`src/rtl/mmu_arbiter.sv`:
```
// Round-robin arbiter sharing one MMU port among NUM_REQ requesters.
// Optional watchdog enabled by defining MMU_ARB_TIMEOUT_EN.
module mmu_arbiter #(
   parameter int NUM_REQ = 3,
   parameter int ADDR_W  = 16,
   parameter int DATA_W  = 16,
   parameter int TIMEOUT = 255
) (
   input  logic                        clk,
   input  logic                        rst,
   input  logic [NUM_REQ-1:0]          req_valid,
   input  logic [NUM_REQ-1:0]          req_we,
   input  logic [NUM_REQ*ADDR_W-1:0]   req_addr,
   input  logic [NUM_REQ*DATA_W-1:0]   req_wdata,
   output logic [NUM_REQ-1:0]          req_ready,
   output logic [NUM_REQ-1:0]          req_err,
   output logic [DATA_W-1:0]           req_rdata,
   output logic                        mmu_valid,
   output logic                        mmu_we,
   output logic [ADDR_W-1:0]           mmu_address,
   output logic [DATA_W-1:0]           mmu_wdata,
   input  logic                        mmu_ready,
   input  logic [DATA_W-1:0]           mmu_data,
   output logic [$clog2(NUM_REQ)-1:0]  grant_id,
   output logic                        busy
);

   localparam int GW = $clog2(NUM_REQ);

   localparam logic [1:0] S_IDLE = 2'd0;
   localparam logic [1:0] S_BUSY = 2'd1;
   localparam logic [1:0] S_DONE = 2'd2;

   logic [1:0]         r_state;
   logic [GW-1:0]      r_last;
   logic [GW-1:0]      r_grant;
   logic               r_mmu_valid;
   logic               r_we;
   logic [ADDR_W-1:0]  r_addr;
   logic [DATA_W-1:0]  r_wdata;
   logic [DATA_W-1:0]  r_rdata;
   logic [GW-1:0]      w_win;
   logic               w_any;
   logic [NUM_REQ-1:0] w_ready;
`ifdef MMU_ARB_TIMEOUT_EN
   logic [15:0]        r_cnt;
   logic               r_timeout;
`endif

   // Search from last_grant+1 upward; the nearest requester wins, so scan
   // farthest-first and let nearer hits overwrite.
   function automatic logic [GW-1:0] f_pick(
      input logic [NUM_REQ-1:0] v,
      input logic [GW-1:0]      last
   );
      logic [GW-1:0] p;
      int            idx;
      p = last;
      for (int k = NUM_REQ; k >= 1; k--) begin
         idx = (int'(last) + k) % NUM_REQ;
         if (v[idx]) p = idx[GW-1:0];
      end
      return p;
   endfunction

   // Round-robin winner among the currently valid requests
   always_comb begin
      w_any = |req_valid;
      w_win = f_pick(req_valid, r_last);
   end

   // Arbitration FSM and registered MMU-side fields
   always_ff @(posedge clk or posedge rst) begin
      if (rst) begin
         r_state     <= S_IDLE;
         r_last      <= GW'(NUM_REQ - 1);
         r_grant     <= '0;
         r_mmu_valid <= 1'b0;
         r_we        <= 1'b0;
         r_addr      <= '0;
         r_wdata     <= '0;
         r_rdata     <= '0;
`ifdef MMU_ARB_TIMEOUT_EN
         r_cnt       <= '0;
         r_timeout   <= 1'b0;
`endif
      end else begin
         unique case (r_state)
            S_IDLE: begin
               if (w_any) begin
                  r_grant     <= w_win;
                  r_mmu_valid <= 1'b1;
                  r_we        <= req_we[w_win];
                  r_addr      <= req_addr[int'(w_win)*ADDR_W +: ADDR_W];
                  r_wdata     <= req_wdata[int'(w_win)*DATA_W +: DATA_W];
                  r_state     <= S_BUSY;
`ifdef MMU_ARB_TIMEOUT_EN
                  r_cnt       <= '0;
                  r_timeout   <= 1'b0;
`endif
               end
            end
            S_BUSY: begin
               if (mmu_ready) begin
                  r_rdata     <= mmu_data;
                  r_mmu_valid <= 1'b0;
                  r_last      <= r_grant;
                  r_state     <= S_DONE;
               end
`ifdef MMU_ARB_TIMEOUT_EN
               else if (r_cnt == 16'(TIMEOUT - 1)) begin
                  r_rdata     <= '0;
                  r_mmu_valid <= 1'b0;
                  r_last      <= r_grant;
                  r_timeout   <= 1'b1;
                  r_state     <= S_DONE;
               end else begin
                  r_cnt       <= r_cnt + 16'd1;
               end
`endif
            end
            S_DONE: begin
               r_state <= S_IDLE;
`ifdef MMU_ARB_TIMEOUT_EN
               r_timeout <= 1'b0;
`endif
            end
            default: r_state <= S_IDLE;
         endcase
      end
   end

   // One-hot completion pulse for the granted requester while in DONE
   always_comb begin
      w_ready = '0;
      if (r_state == S_DONE) w_ready[r_grant] = 1'b1;
   end

   assign req_ready   = w_ready;
`ifdef MMU_ARB_TIMEOUT_EN
   assign req_err     = r_timeout ? w_ready : '0;
`else
   assign req_err     = '0;
`endif
   assign req_rdata   = r_rdata;
   assign mmu_valid   = r_mmu_valid;
   assign mmu_we      = r_we;
   assign mmu_address = r_addr;
   assign mmu_wdata   = r_wdata;
   assign grant_id    = r_grant;
   assign busy        = (r_state != S_IDLE);

endmodule

```
`config.mk`:
```
export PLATFORM = sky130hd
export DESIGN_NAME = mmu_arbiter
export DESIGN_NICKNAME = d
export VERILOG_FILES = /design/src/rtl/mmu_arbiter.sv
export SDC_FILE = /design/constraint.sdc
export NUM_CORES = 1
export LEC_CHECK = 0
export BUFFER_PORTS_ARGS = -buffer_cell sky130_fd_sc_hd__buf_2
export CAP_MARGIN = 20
export CELL_PAD_IN_SITES_DETAIL_PLACEMENT = 0
export CELL_PAD_IN_SITES_GLOBAL_PLACEMENT = 1
export CORE_ASPECT_RATIO = 0.9
export CORE_MARGIN = 5
export CORE_UTILIZATION = 33
export DETAILED_ROUTE_END_ITERATION = 10
export PLACE_DENSITY = 0.89
export SETUP_SLACK_MARGIN = 0.1
export SLEW_MARGIN = 20
export SYNTH_ARGS = -nofsm -noshare
export SYNTH_HDL_FRONTEND = slang
export SYNTH_SLANG_ARGS = --single-unit
```
`constraint.sdc`:
```
create_clock -name clk -period 4.4 [get_ports clk]
set_clock_uncertainty 0.15 [all_clocks]
set_input_delay 0.22 -clock clk [delete_from_list [all_inputs] [get_ports clk]]
set_output_delay 0.22 -clock clk [all_outputs]
set_load 0.02 [all_outputs]
```
==> reports/metrics.yaml, run 1 <==
outcome:
  status: "finished, final reports clean"
synthesis:
  ys.flop_type: "dfrtp_1"
  ys_ff_latch: 56
  synth.area.top_cells: "dfrtp_1 (45%), nand2_1 (15%), a221o_1 (10%)"
  synth-seq-area-share: 0.457
  yosysWarnings: 0
  netlist_area_um2: 3070
  yosys.area.top_type: "dfrtp_1"
  synth.distinct_cells: 40
  synth_top_area_share: 0.448
  synth.avg_cell_area_um2: 9.17
  async_flop_share: 1.00
  synthCells: 335
  synth_edf_count: 0
floorplan:
  rows: 33
  die_h_um: 102
  die_area_um2: 11300
  die_w_um: 112
  initial_utilization: 0.338
  coreArea_um2: 9080
  pin_count: 180
worst_setup_path:
  reg2reg_from: "r_last[0]"
  worstPathRequired_ns: 4.50
  cp-startpoint: "r_last[0]"
  cpPeakStageDelay_ns: 0.62
  worstPathCellList: "inv_1 -> ha_1 -> mux2i_1 -> o22ai_2 -> nor3b_1 -> a211oi_4 -> nor3b_4 -> buf_4 -> a221o_1 -> dlygate4sd3_1"
  cp_top_family: "buffers and inverters"
  cp.arrival_ns: 4.14
  reg2reg_depth: 10
  crit_cells: 10
  r2r_slack_ns: 0.36
  timing.critical_path.buf_inv: 3
  worst_path_max_delay_cell: "nor3b_4"
  crit_path_max_fanout: 16
  cp-end-kind: "flip-flop"
  setup.worst_path.class: "flip-flop to flip-flop"
  r2r-end: "mmu_address[4]"
  cp-start-kind: "flip-flop"
  crit_end: "mmu_address[4]"
global_routing:
  overflow: 0
  grt_pass1_wl_mm: 17.4
  grt_usage: 0.187
  antenna_found_initial: 1
  grt_max_degree: 57
  grt_pass1_vias: 3551
timing:
  timing.hold.ws_ns: 0.0483
  fin_crit_ns: 4.04
  setup_viol: 0
  timing.setup.tns_ns: 0
  rsz0062_at_grt: "no"
  hold_viol: 0
  timing.final.ws_setup_ns: 0.360
  final_max_slew_viol_count: 0
  fin_crit_sh: 0.918
  worst-slew-pin-transition_ns: 0.728
  slew_headroom: 0.513
  fmax_ghz: 0.248
detailed_routing:
  dr.pass1.iters: 5
  detail_route.vias_per_cell: 4.96
  drtIter0Drc: 188
  vias: 3465
  wl_mm: 10.8
  drc: 0
  wl_per_cell_um: 15.4
  antenna_left: 0
placement:
  hpwl_mm: 7.64
  placed_cell_area_um2: 3990
  place_inst: 613
  dp_slack_ns: 0.829
  routabilityCongestion: 0.809
  port_buffers: 176
clocking:
  cts_root_buf: "clkbuf_8"
  clk_path_buf_depth: 2
  cts.clk_slew.worst_paths_ns: 0.11
  cts_setup_buffers: 0
  cts.sinks: 56
  cts_buffers: 5
  htree_num_levels: 2
  clock_latency_ns: 0.31
  cts_tree: "done"
cells_and_area:
  final_cells: 699
  multiInputGateArea_um2: 1480
  final_cell_mix: "buf_2 (176), nand2_1 (124), dlygate4sd3_1 (78)"
  fin_nets: 701
  num_antenna_cells: 0
  drive_gt1_frac: 0.347
  final_common_cell: "buf_2"
  fillers: 857
  design_area_um2: 4870
  seq_area_um2: 1400
  syn2layout_area_growth_pct: 58.5
job:
  max-cap-violations: 0
hold_path:
  hold_class: "primary input to flip-flop"
power_and_ir_drop:
  peakVddDrop_mv: 0.310
  powerDensity_nw_per_um2: 793
  p_leak_nw: 2.49
[what timing repair did]
item                                    CTS  global route
endpoints found under the hold margin   102             1
endpoints found under the setup margin    0            13
hold buffers                             77             1
gates resized for setup                   0             1
[worst min-delay path, delay by kind of cell]
kind / cells / cell delay, ns
buffers and inverters: 2 / 0.14
AO/OA/AOI/OAI: 1 / 0.11
[report_power, final]
part	switching (W)	internal (W)	leakage [nW]
Combinational	0.00146	0.00119	1.75
Clock	0.000182	0.000117	0.0463
Sequential	0.000145	0.000775	0.694
Total	0.00178	0.00208	2.49
[flip-flops by register name (all words and copies together), names as in the netlist]
| signal | flops |
|---|---|
| r_last | 2 |
| mmu_we | 1 |
| mmu_address | 16 |
| r_state | 2 |
| mmu_valid | 1 |
| grant_id | 2 |
| mmu_wdata | 16 |
| req_rdata | 16 |
[per-layer routing]
metal  vias to the layer above  share of wire  global-route usage
li1                       1664              -                   -
met1                      1596           0.41               0.228
met2                       183           0.49               0.334
met3                        20          0.080              0.0418
met4                         2          0.022              0.0580
met5                         -        0.00065                   0
[area by class of cell]
type / count / share of cell area
repair buffers: 260 / 0.351
multi-input cells: 245 / 0.304
flip-flops and latches: 56 / 0.288
well taps: 122 / 0.0314
clock buffers: 5 / 0.0141
inverters: 8 / 0.00617
clock inverters: 3 / 0.00565
[per-stage QoR]
step | power (W) | util
detailed placement | 0.00313 | 0.439
floorplan | 0.00255 | -
finish | 0.00386 | 0.536
global route | 0.00417 | 0.536
CTS | 0.00387 | 0.535
global placement | 0.00307 | 0.439
[synth_stat cells (3+ instances only)]
cell type / number
nand2_1: 124
dfrtp_1: 55
a221o_1: 31
o31ai_1: 31
clkbuf_1: 13
inv_1: 8
o21ai_0: 8
buf_6: 7
a21oi_1: 4
buf_2: 4
buf_4: 4
ha_1: 4
mux2i_1: 4
nor2_1: 3
o221ai_1: 3
[worst min path at each step]
stage                  startpoint               to  slack, ns  cells past startpoint
floorplan             mmu_data[0]     req_rdata[0]       0.18                      2
global placement     mmu_data[12]    req_rdata[12]       0.26                      3
detailed placement    mmu_data[2]     req_rdata[2]       0.26                      3
CTS                  req_addr[10]  mmu_address[10]     0.0009                      2
global route        req_wdata[47]    mmu_wdata[15]       0.06                      3
finish               req_addr[47]  mmu_address[15]       0.05                      3
[logic make-up after synthesis]
family,Yosys count,synth area share
DFF,56,0.457
muxes,6,0.0240
buffers and inverters,36,0.0676
AOI/OAI and AO/OA,85,0.229
and+or+nand+nor,147,0.206
adders and majority gates,4,0.0163
other,1,0.00122
(Power assumes the default switching activity.)
==> run 2, diff against run 1 <==
Settings changed: RECOVER_POWER from default to 25, SLEW_MARGIN 20 to 10.
==> run 2 against run 1 <==
Net effect:
- via count fell by 1.4%
- register-to-register slack improved by 0.10 ns
- sequential power rose by 0.7%
- largest cell class unchanged
==> reports/metrics.yaml, run 2 (synthesis gave the netlist of run 1 again) <==
floorplan:
  coreArea_um2: 9080
  pin_count: 180
  rows: 33
  die_h_um: 102
  die_area_um2: 11300
  initial_utilization: 0.338
  die_w_um: 112
power_and_ir_drop:
  p_leak_nw: 2.37
  power_w: 0.00386
  powerDensity_nw_per_um2: 796
  peakVddDrop_mv: 0.307
worst_setup_path:
  cp-start-kind: "flip-flop"
  cpPeakStageDelay_ns: 0.60
  cp_top_family: "simple AND/OR/NAND/NOR gates"
  cp-end-kind: "flip-flop"
  worstPathRequired_ns: 4.45
  crit_path_max_fanout: 18
  r2r_slack_ns: 0.46
  worstPathCellList: "inv_1 -> ha_1 -> mux2i_4 -> o21ai_0 -> nand2_1 -> nand3_1 -> and3_2 -> buf_8 -> a221o_1 -> dlygate4sd3_1"
  setup.worst_path.class: "flip-flop to flip-flop"
  cp.arrival_ns: 3.99
  worst_path_max_delay_cell: "and3_2"
  timing.critical_path.buf_inv: 3
cells_and_area:
  syn2layout_area_growth_pct: 57.8
  fillers: 868
  design_area_um2: 4850
  drive_gt1_frac: 0.278
  final_cell_mix: "buf_2 (134), nand2_1 (124), dlygate4sd3_1 (78)"
  num_antenna_cells: 0
  final_cells: 702
  fin_nets: 704
  final_common_cell: "buf_2"
placement:
  placed_cell_area_um2: 3990
  routabilityCongestion: 0.809
  hpwl_mm: 7.64
  place_inst: 613
  port_buffers: 176
clocking:
  cts_tree: "done"
  cts.sinks: 56
  cts.clk_slew.worst_paths_ns: 0.11
  cts_root_buf: "clkbuf_8"
  clk_path_buf_depth: 2
  htree_num_levels: 2
  cts_buffers: 5
  clock_latency_ns: 0.31
timing:
  fin_crit_ns: 3.94
  worst-slew-pin-transition_ns: 0.725
  rsz0062_at_grt: "no"
  fmax_ghz: 0.254
  final_max_slew_viol_count: 0
  slew_headroom: 0.515
  setup_viol: 0
  hold_viol: 0
  timing.setup.tns_ns: 0
  fin_crit_sh: 0.896
detailed_routing:
  vias: 3418
  wl_per_cell_um: 15.4
  antenna_left: 0
  dr.pass1.iters: 5
  detail_route.vias_per_cell: 4.87
  drc: 0
  drtIter0Drc: 162
  wl_mm: 10.8
global_routing:
  grt_max_degree: 57
  grt_pass1_vias: 3551
  antenna_found_initial: 1
  grt_pass1_wl_mm: 17.4
  grt_usage: 0.187
  overflow: 0
outcome:
  status: "finished, final reports clean"
hold_path:
  hold_class: "primary input to flip-flop"
job:
  max-cap-violations: 0
==> run 2: cell count changes in the layout (fill, tap and decap cells not counted), sizes merged <==
| cell | before | now |
|---|---|---|
| buf | 182 | 143 |
| clkbuf | 5 | 47 |
==> run 2: final cells by class <==
class / count / area [µm²] / area share
Multi-Input combinational cell: 245 / 1480 / 0.305
Inverter: 8 / 30.0 / 0.00620
Clock buffer: 5 / 68.8 / 0.0142
Tap cell: 122 / 153 / 0.0315
Timing Repair Buffer: 263 / 1680 / 0.348
Clock inverter: 3 / 27.5 / 0.00568
Sequential cell: 56 / 1400 / 0.289
==> run 2: final timing paths <==
check | from | to | depth (start not counted)
min reg2reg | req_rdata[7] | req_rdata[7] | 2
min in group asynchronous | rst | mmu_wdata[5] | 4
min | req_addr[47] | mmu_address[15] | 3
max | r_last[0] | mmu_address[0] | 10
max in group asynchronous | rst | mmu_address[8] | 4
max reg2reg | r_last[0] | mmu_address[0] | 10
==> run 2: what timing repair did <==
item / 4_1_cts / 5_1_grt
hold buffers: 77 / 1
buffers inserted: 0 / 2
endpoints found under the setup margin: 0 / 17
gates resized for setup: 0 / 2
hold endpoints to repair: 102 / 1
==> run 2: metal layers <==
layer  vias up  routed length, µm  GRT usage
met5         -                  7          0
met4         2                222     0.0580
met3        18                779     0.0418
met2       146               5290      0.334
met1      1580               4540      0.228
li1       1672                  -          -
==> run 2: worst reg2reg max path, delay by kind of cell (launching register included) <==
| kind | cells | cell delay (ns) |
|---|---|---|
| DFF | 1 | 0.43 |
| adders and majority gates | 1 | 0.42 |
| buffers and inverters | 3 | 0.94 |
| muxes | 1 | 0.34 |
| AOI/OAI and AO/OA | 2 | 0.41 |
| and+or+nand+nor | 3 | 1.14 |
==> run 2: report_power, final <==
group | internal, W | total, W | switching (W)
clock | 0.000117 | 0.000300 | 0.000183
sequential | 0.000775 | 0.000927 | 0.000152
combinational | 0.00117 | 0.00263 | 0.00146
total | 0.00206 | 0.00386 | 0.00180
==> run 2: per-stage QoR <==
| stage | util | hold slack, ns | worst slack, ns |
|---|---|---|---|
| global route | 0.533 | 0.0580 | 0.188 |
| global placement | 0.439 | 0.259 | 0.912 |
| finish | 0.533 | 0.0488 | 0.460 |
| detailed placement | 0.439 | 0.264 | 0.829 |
| CTS | 0.535 | 0.000852 | 0.265 |
| floorplan | - | 0.175 | 1.76 |
==> run 3, diff against run 2 <==
Settings changed: BUFFER_PORTS_ARGS -buffer_cell sky130_fd_sc_hd__buf_2 to -buffer_cell sky130_fd_sc_hd__buf_4.
==> run 3 against run 2 <==
Net effect:
- global-route usage is 0.94 points higher
- cell area is 6.5% higher
- worst setup slack worse by 0.095 ns
- via count is 3.0% higher
- clock power hardly changed
- utilization is 3.5 points higher
- highest routed layer is now met4
- cell count is 0.28% lower
- total power is 2.1% higher
- critical path depth stayed put
- maximum frequency is 2.4% lower
- die area stayed put
==> reports/metrics.yaml, run 3 (synthesis gave the netlist of run 1 again) <==
clocking:
  htree_num_levels: 2
  clock_latency_ns: 0.32
  cts.sinks: 56
  clk_path_buf_depth: 2
  cts.clk_slew.worst_paths_ns: 0.11
  cts_root_buf: "clkbuf_8"
  cts_tree: "done"
  cts_buffers: 5
worst_setup_path:
  cp-end-kind: "flip-flop"
  worstPathRequired_ns: 4.45
  setup.worst_path.class: "flip-flop to flip-flop"
  cp.arrival_ns: 4.09
  cp-start-kind: "flip-flop"
  cp_top_family: "simple AND/OR/NAND/NOR gates"
  cpPeakStageDelay_ns: 0.64
  timing.critical_path.buf_inv: 3
  worstPathCellList: "inv_1 -> ha_1 -> mux2i_4 -> o21ai_0 -> nand2_1 -> nand3_1 -> and3_1 -> buf_8 -> a221o_1 -> dlygate4sd3_1"
  crit_path_max_fanout: 18
  worst_path_max_delay_cell: "and3_1"
  r2r_slack_ns: 0.36
timing:
  fin_crit_ns: 4.04
  fmax_ghz: 0.248
  final_max_slew_viol_count: 0
  worst-slew-pin-transition_ns: 0.717
  rsz0062_at_grt: "no"
  setup_viol: 0
  fin_crit_sh: 0.917
  timing.hold.ws_ns: 0.0606
  slew_headroom: 0.521
  hold_viol: 0
  timing.setup.tns_ns: 0
global_routing:
  grt_pass1_vias: 3630
  grt_usage: 0.197
  antenna_found_initial: 0
  overflow: 0
  grt_max_degree: 57
  grt_pass1_wl_mm: 18.0
detailed_routing:
  drc: 0
  dr.pass1.iters: 5
  vias: 3521
  wl_mm: 11.4
  wl_per_cell_um: 16.3
  drtIter0Drc: 175
  antenna_left: 0
  detail_route.vias_per_cell: 5.03
job:
  max-cap-violations: 0
placement:
  routabilityCongestion: 0.811
  hpwl_mm: 7.82
  port_buffers: 176
  placed_cell_area_um2: 4440
power_and_ir_drop:
  powerDensity_nw_per_um2: 763
  switching_share: 0.464
  pwr-share-comb: 0.688
  p_leak_nw: 2.47
  pwr-share-seq: 0.235
  p_int_w: 0.00211
  power_switching_w: 0.00183
  power.clock.fraction: 0.077
  power_w: 0.00394
  peakVddDrop_mv: 0.320
cells_and_area:
  final_cell_mix: "buf_4 (140), nand2_1 (124), dlygate4sd3_1 (78)"
  design_area_um2: 5160
  final_core_util: 0.568
  multiInputGateArea_um2: 1480
  final_common_cell: "buf_4"
  drive_gt1_frac: 0.273
  fin_nets: 702
  num_antenna_cells: 0
  seq_area_um2: 1400
  syn2layout_area_growth_pct: 68.1
  fillers: 850
floorplan:
  initial_utilization: 0.338
  rows: 33
  coreArea_um2: 9080
  die_w_um: 112
  die_area_um2: 11300
  pin_count: 180
  die_h_um: 102
hold_path:
  hold_class: "primary input to flip-flop"
outcome:
  status: "finished, final reports clean"
run 3: cell count changes in the layout (fill, tap and decap cells not counted), sizes merged:
cell | before | now
clkinv | 1 | 0
inv | 9 | 10
buf | 143 | 141
run 3: worst min-delay path: stages:
cell and delay (ns):
buf_4 0.11, inv_1 0.04, o221ai_1 0.11
run 3: routing by layer:
metal  vias to the layer above  wire, µm  track usage
li1                       1670         -            -
met1                      1666      4450        0.233
met2                       165      5810        0.356
met3                        20       891       0.0472
met4                         0       229       0.0608
met5                         -         0            0
run 3: stage by stage:
step	worst slack [ns]	cells
final	0.364	700
after global routing	0.105	700
after CTS	0.357	700
after detailed placement	0.890	614
after global placement	0.924	613
after floorplan	1.76	337
run 3: final cells by class:
cell class | instances | share of cell area
clock buffer | 5 | 0.0133
inverter | 8 | 0.00582
timing repair buffer | 261 | 0.388
sequential | 56 | 0.272
multi-input combinational | 245 | 0.286
clock inverter | 3 | 0.00485
tap | 122 | 0.0296
run 3: path summary, 6_finish.rpt:
path	depth (start not counted)	start	endpoint
max	10	r_last[0]	mmu_address[3]
min	3	req_addr[47]	mmu_address[15]
max reg2reg	10	r_last[0]	mmu_address[3]
min reg2reg	2	req_rdata[7]	req_rdata[7]
max in group asynchronous	4	rst	mmu_address[14]
min in group asynchronous	4	rst	req_rdata[14]
run 3: power by group through the flow:
stage	logic [W]	registers (W)	clock network, W
5_1_grt	0.00295	0.000956	0.000329
3_5_place_dp	0.00239	0.000938	0
2_1_floorplan	0.00136	0.00119	0
4_1_cts	0.00284	0.000930	0.000317
6_report	0.00271	0.000927	0.000303
3_3_place_gp	0.00231	0.000929	0
run 3: repair_timing:
action	in CTS	in global routing
hold endpoints to repair	102	0
hold buffers	78	0
resized for setup	0	1
setup buffers	0	0
endpoints found under the setup margin	0	12
